### src/rtl/reg_mem_fifo_ctrl_pkg.sv
// Shared types and sizing for the reg_mem FIFO controller and its reg_mem instance.
package reg_mem_fifo_ctrl_pkg;

  localparam int unsigned DEF_DATA_WIDTH = 4;
  localparam int unsigned DEF_ADDR_BITS  = 3;

  // Arbitration priority between the read prefetch and the push write
  typedef enum logic {
    PRIO_RD = 1'b0,
    PRIO_WR = 1'b1
  } prio_e;

  // Number of words addressable by an ADDR_BITS-wide reg_mem port
  function automatic int unsigned depth_of(input int unsigned addr_bits);
    return 32'(1) << addr_bits;
  endfunction

endpackage

### src/rtl/reg_mem_fifo_ctrl_fifo_ptr.sv
// Wrapping ADDR_BITS-wide pointer with increment enable; used for wr_ptr and rd_ptr.
module fifo_ptr
  import reg_mem_fifo_ctrl_pkg::*;
#(
  parameter int unsigned ADDR_BITS = DEF_ADDR_BITS
) (
  input  logic                 clk,
  input  logic                 rst_n,
  input  logic                 i_inc,
  output logic [ADDR_BITS-1:0] o_ptr
);

  logic [ADDR_BITS-1:0] r_ptr;

  // Natural binary wrap from DEPTH-1 back to 0
  always_ff @(posedge clk or negedge rst_n) begin
    if (!rst_n) begin
      r_ptr <= '0;
    end else if (i_inc) begin
      r_ptr <= r_ptr + ADDR_BITS'(1);
    end
  end

  assign o_ptr = r_ptr;

endmodule

### src/rtl/reg_mem_fifo_ctrl.sv
// FIFO controller in front of a single-port reg_mem with a 1-entry prefetched output register.
// Define FIFO_BYPASS_EN to let a push into an empty FIFO load the output register directly.
module reg_mem_fifo_ctrl
  import reg_mem_fifo_ctrl_pkg::*;
#(
  parameter int unsigned DATA_WIDTH = DEF_DATA_WIDTH,
  parameter int unsigned ADDR_BITS  = DEF_ADDR_BITS
) (
  input  logic                  clk,
  input  logic                  rst_n,
  input  logic                  in_valid,
  output logic                  in_ready,
  input  logic [DATA_WIDTH-1:0] in_data,
  output logic                  out_valid,
  input  logic                  out_ready,
  output logic [DATA_WIDTH-1:0] out_data,
  output logic [ADDR_BITS-1:0]  mem_addr,
  output logic [DATA_WIDTH-1:0] mem_wdata,
  output logic                  mem_wen,
  input  logic [DATA_WIDTH-1:0] mem_rdata,
  output logic [ADDR_BITS:0]    level,
  output logic                  full,
  output logic                  empty
);

  localparam int unsigned DEPTH = depth_of(ADDR_BITS);
  localparam int unsigned CW    = ADDR_BITS + 1;

  logic [CW-1:0]         r_mem_count;
  logic                  r_out_valid;
  logic [DATA_WIDTH-1:0] r_out_data;
  prio_e                 r_prio;

  logic [ADDR_BITS-1:0]  w_wr_ptr;
  logic [ADDR_BITS-1:0]  w_rd_ptr;
  logic                  w_full;
  logic                  w_rd_req;
  logic                  w_wr_req;
  logic                  w_in_ready;
  logic                  w_push;
  logic                  w_bypass;
  logic                  w_mem_wr;
  logic                  w_rd_grant;
  logic                  w_contested;

  assign w_full      = (r_mem_count == CW'(DEPTH));
  assign w_rd_req    = (r_mem_count != '0) && (!r_out_valid || out_ready);
  assign w_wr_req    = in_valid && !w_full;
  // Ready only blocks on a losing contest, so it never looks at in_valid
  assign w_in_ready  = !w_full && !(w_rd_req && (r_prio == PRIO_RD));
  assign w_push      = in_valid && w_in_ready;
  assign w_contested = w_rd_req && w_wr_req;
  assign w_rd_grant  = w_rd_req && !w_push;

`ifdef FIFO_BYPASS_EN
  assign w_bypass = w_push && (r_mem_count == '0) && (!r_out_valid || out_ready);
`else
  assign w_bypass = 1'b0;
`endif

  assign w_mem_wr = w_push && !w_bypass;

  fifo_ptr #(.ADDR_BITS(ADDR_BITS)) u_wr_ptr (
    .clk   (clk),
    .rst_n (rst_n),
    .i_inc (w_mem_wr),
    .o_ptr (w_wr_ptr)
  );

  fifo_ptr #(.ADDR_BITS(ADDR_BITS)) u_rd_ptr (
    .clk   (clk),
    .rst_n (rst_n),
    .i_inc (w_rd_grant),
    .o_ptr (w_rd_ptr)
  );

  // Occupancy, output register and arbitration priority
  always_ff @(posedge clk or negedge rst_n) begin
    if (!rst_n) begin
      r_mem_count <= '0;
      r_out_valid <= 1'b0;
      r_out_data  <= '0;
      r_prio      <= PRIO_RD;
    end else begin
      if (w_mem_wr && !w_rd_grant) begin
        r_mem_count <= r_mem_count + CW'(1);
      end else if (w_rd_grant && !w_mem_wr) begin
        r_mem_count <= r_mem_count - CW'(1);
      end
      if (w_rd_grant) begin
        r_out_data  <= mem_rdata;
        r_out_valid <= 1'b1;
      end else if (w_bypass) begin
        r_out_data  <= in_data;
        r_out_valid <= 1'b1;
      end else if (r_out_valid && out_ready) begin
        r_out_valid <= 1'b0;
      end
      if (w_contested) begin
        r_prio <= (r_prio == PRIO_RD) ? PRIO_WR : PRIO_RD;
      end
    end
  end

  assign in_ready  = w_in_ready;
  assign out_valid = r_out_valid;
  assign out_data  = r_out_data;
  assign mem_addr  = w_mem_wr ? w_wr_ptr : w_rd_ptr;
  assign mem_wdata = in_data;
  assign mem_wen   = w_mem_wr;
  assign level     = CW'(r_mem_count + CW'(r_out_valid));
  assign full      = w_full;
  assign empty     = (level == '0);

endmodule

### config.mk
export PLATFORM = sky130hd
export DESIGN_NAME = reg_mem_fifo_ctrl
export DESIGN_NICKNAME = d
export VERILOG_FILES = /design/src/rtl/reg_mem_fifo_ctrl_pkg.sv /design/src/rtl/reg_mem_fifo_ctrl_fifo_ptr.sv /design/src/rtl/reg_mem_fifo_ctrl.sv
export SDC_FILE = /design/constraint.sdc
export NUM_CORES = 1
export LEC_CHECK = 0
export CAP_MARGIN = 20
export CORE_UTILIZATION = 26
export DETAILED_ROUTE_END_ITERATION = 8
export MAX_ROUTING_LAYER = met4
export SLEW_MARGIN = 20
export SYNTH_ARGS = -nofsm -noshare
export SYNTH_HDL_FRONTEND = slang
export SYNTH_SLANG_ARGS = --single-unit
### constraint.sdc
create_clock -name clk -period 4.2 [get_ports clk]
set_clock_uncertainty 0.15 [all_clocks]
set_input_delay 1.26 -clock clk [delete_from_list [all_inputs] [get_ports clk]]
set_output_delay 1.26 -clock clk [all_outputs]
set_load 0.005 [all_outputs]
==> results.py <==
metrics = {
    "status": {
        "status": "finished clean",
    },
    "drt": {
        "vias": 622,
        "drt_iter0_drc": 4,
        "ant_nets": 0,
        "vias_per_cell": 4.20,
        "drc_errors": 0,
        "drt_wl_total_um": 1720,
        "wl_per_cell_um": 11.6,
        "drt_pass1_iterations": 4,
    },
    "timing": {
        "maxSlewViolCount": 0,
        "fin_crit_ns": 4.09,
        "finalCritPeriodShare_pct": 97.5,
        "tightestPinTransition_ns": 0.730,
        "fmax_mhz": 244,
        "final-hold-violation-count": 0,
        "setup_tns_ns": 0,
        "rsz0062_at_grt": "no",
        "setup_viol": 0,
        "hold_slack_ns": 0.332,
        "slew_headroom_pct": 51.2,
    },
    "placement": {
        "placed_area_um2": 1210,
        "dp_hpwl_um": 1210,
        "gp_congestion": 0.683,
        "port-buffer-count": 23,
    },
    "clock_network": {
        "clock-root-buffer": "clkbuf_4",
        "clk_latency_ns": 0.28,
        "cts_tree": "done",
        "cts_sinks": 16,
        "htree_levels": 1,
        "cts_buffers": 3,
        "clk_path_buf_depth": 2,
        "path_clk_slew_ns": 0.09,
    },
    "power": {
        "internal-power_mw": 0.715,
        "p_comb_share_pct": 62.8,
        "p_leak_nw": 0.571,
        "power.density_nw_per_um2": 849,
        "p_seq_share_pct": 30.0,
        "power.share.switching_pct": 33.9,
        "total_power_mw": 1.08,
        "vdd_drop_max_v": 0.000317,
        "p_switching_mw": 0.368,
        "clkPwrFrac_pct": 7.3,
    },
    "critical_path": {
        "worst_setup_path_start_kind": "input pin",
        "rr_worst_depth": 10,
        "crit_top_cell": "buf_4",
        "critPathMaxFanout": 2,
        "r2r_end": "r_mem_count[3]",
        "setup.worst_path.start": "out_ready",
        "criticalPathCategory": "input pin to output port",
        "arrival_ns": 2.68,
        "critPathSlowestCell": "mux2_2",
        "cp_data_required_time_ns": 2.79,
        "rr_startpoint": "r_mem_count[1]",
        "end_kind": "output port",
        "endpoint": "mem_addr[0]",
        "cp_cell_sequence": "dlygate4sd2_1 > nor2b_1 > buf_4 > o311ai_2 > buf_4 > buf_4 > mux2_2 > clkdlybuf4s15_2",
        "slowest_delay_ns": 0.33,
        "r2r_slack_ns": 1.23,
    },
    "run": {
        "maxCapViolCount": 0,
    },
    "global_route": {
        "grt_usage_pct": 11.0,
        "grt_start_max_net_pins": 17,
        "grt_remaining_overflow": 0,
        "grt_pass1_vias": 658,
        "grt_pass1_wl_um": 2890,
        "antenna_found_initial": 0,
    },
    "layout": {
        "syn_to_final_growth_pct": 38.6,
        "final_nets": 123,
        "fin_area_um2": 1270,
        "fillers": 363,
        "drive_above_1_share_pct": 27.5,
        "postLayoutCoreUtil_pct": 37.9,
        "antenna_cells": 0,
    },
    "hold_path": {
        "min_path_cells": 1,
        "min_path_type": "flop to flop",
    },
    "floorplan": {
        "die_h_um": 61.5,
        "rows": 21,
        "start_util_pct": 27.3,
        "ios": 32,
        "die_area_um2": 3780,
        "coreArea_um2": 3360,
        "die_w_um": 61.5,
    },
    "yosys": {
        "syn_area_um2": 920,
        "synth.yosys.seq_area_share_pct": 43.5,
        "synth_cell_types": 23,
        "synthCells": 72,
        "ys_ff_latch": 16,
        "synthesis.nets": 91,
        "synth.avg_cell_area_um2": 12.8,
        "ys_warn_count": 0,
    },
}
## critical path: cells and delay by family
kind	cells	cell delay (ns)
buf+inv	5	0.82
mux	1	0.33
simple gates	1	0.04
compound gates	1	0.24
## synthesized netlist by cell type, drive strengths merged
library cell / n / area share [%]
o311ai: 1 / 1.8
ha: 6 / 8.2
nor4: 2 / 1.4
nand3: 2 / 1.1
mux2i: 1 / 2.4
nor2: 4 / 1.6
or2b: 1 / 0.82
xor2: 5 / 4.8
dfrtp: 16 / 44
buf: 6 / 5.0
nor2b: 1 / 0.68
fa: 1 / 2.2
nor3: 1 / 0.54
mux2: 11 / 16
a21oi: 2 / 1.1
xnor2: 5 / 4.8
a21o: 1 / 0.82
or4b: 1 / 1.1
inv: 4 / 1.6
a311o: 1 / 1.1
## worst min path at each step
stage                     slack (ns)           endpoint         startpoint
after floorplan                 0.29  u_rd_ptr.o_ptr[2]  u_rd_ptr.o_ptr[2]
final                           0.33  u_rd_ptr.o_ptr[2]  u_rd_ptr.o_ptr[2]
after detailed placement        0.31  u_rd_ptr.o_ptr[2]  u_rd_ptr.o_ptr[2]
after CTS                       0.33  u_rd_ptr.o_ptr[2]  u_rd_ptr.o_ptr[2]
after global routing            0.37  u_rd_ptr.o_ptr[2]  u_rd_ptr.o_ptr[2]
after global placement          0.31  u_rd_ptr.o_ptr[2]  u_rd_ptr.o_ptr[2]
## cell type report
class	count	area, um2	share of cell area, %
Tap cell	46	57.6	4.51
Inverter	4	15.0	1.18
Sequential cell	16	400	31.4
Multi-Input combinational cell	46	462	36.2
Timing Repair Buffer	33	318	24.9
Clock buffer	3	22.5	1.77
## through the flow
step	cells	setup WS, ns
after CTS	148	0.104
after global routing	148	0.0675
final	148	0.107
after global placement	141	-0.297
after floorplan	72	0.378
after detailed placement	141	-0.313
## flip-flops by register name, summed over array words and instances, names as in the netlist
signal,flops
u_rd_ptr.o_ptr,3
out_data,4
r_prio,1
r_mem_count,4
u_wr_ptr.o_ptr,3
out_valid,1
## layer usage
metal | share of wire [%] | global-route usage (%) | vias to the layer above | wire (um)
li1 | - | - | 307 | -
met1 | 48 | 13.9 | 292 | 836
met2 | 45 | 16.9 | 21 | 770
met3 | 6.0 | 2.31 | 2 | 104
met4 | 0.75 | 5.08 | 0 | 13
met5 | 0 | - | - | 0
## repair_timing
item,CTS,global route
setup endpoints to repair,3,0
gates resized for setup,13,0
setup buffers,4,0
hold buffers,0,0
## placed cells by master, fill, tap and decap left out
master,count
a21o_1,1
a21oi_1,2
a311o_1,1
buf_12,1
buf_4,9
buf_6,1
clkbuf_4,3
clkdlybuf4s15_1,1
clkdlybuf4s15_2,1
clkdlybuf4s50_1,18
dfrtp_1,16
dlygate4sd2_1,2
fa_1,1
ha_1,6
inv_1,4
mux2_2,5
mux2_4,6
mux2i_4,1
nand3_1,2
nor2_1,4
nor2b_1,1
nor3_1,1
nor4_1,2
o311ai_2,1
or2b_1,1
or4b_1,1
xnor2_1,5
xor2_1,5
## power by group through the flow
| stage | Sequential, mW | Clock (mW) | Combinational (mW) |
|---|---|---|---|
| after floorplan | 0.309 | 0 | 0.391 |
| after global placement | 0.325 | 0 | 0.633 |
| after detailed placement | 0.326 | 0 | 0.653 |
| after CTS | 0.325 | 0.0837 | 0.688 |
| after global routing | 0.342 | 0.0872 | 0.753 |
| final | 0.325 | 0.0785 | 0.680 |
## kinds of logic after synthesis
kind of cell	synth area share, %
AO/OA/AOI/OAI	4.76
XOR/XNOR	9.52
adder cells (fa/ha/maj)	10.3
buffers and inverters	6.67
flip-flops	43.5
multiplexers	18.0
AND/OR/NAND/NOR	7.21
No activity file was read; power rests on OpenSTA's default activity.
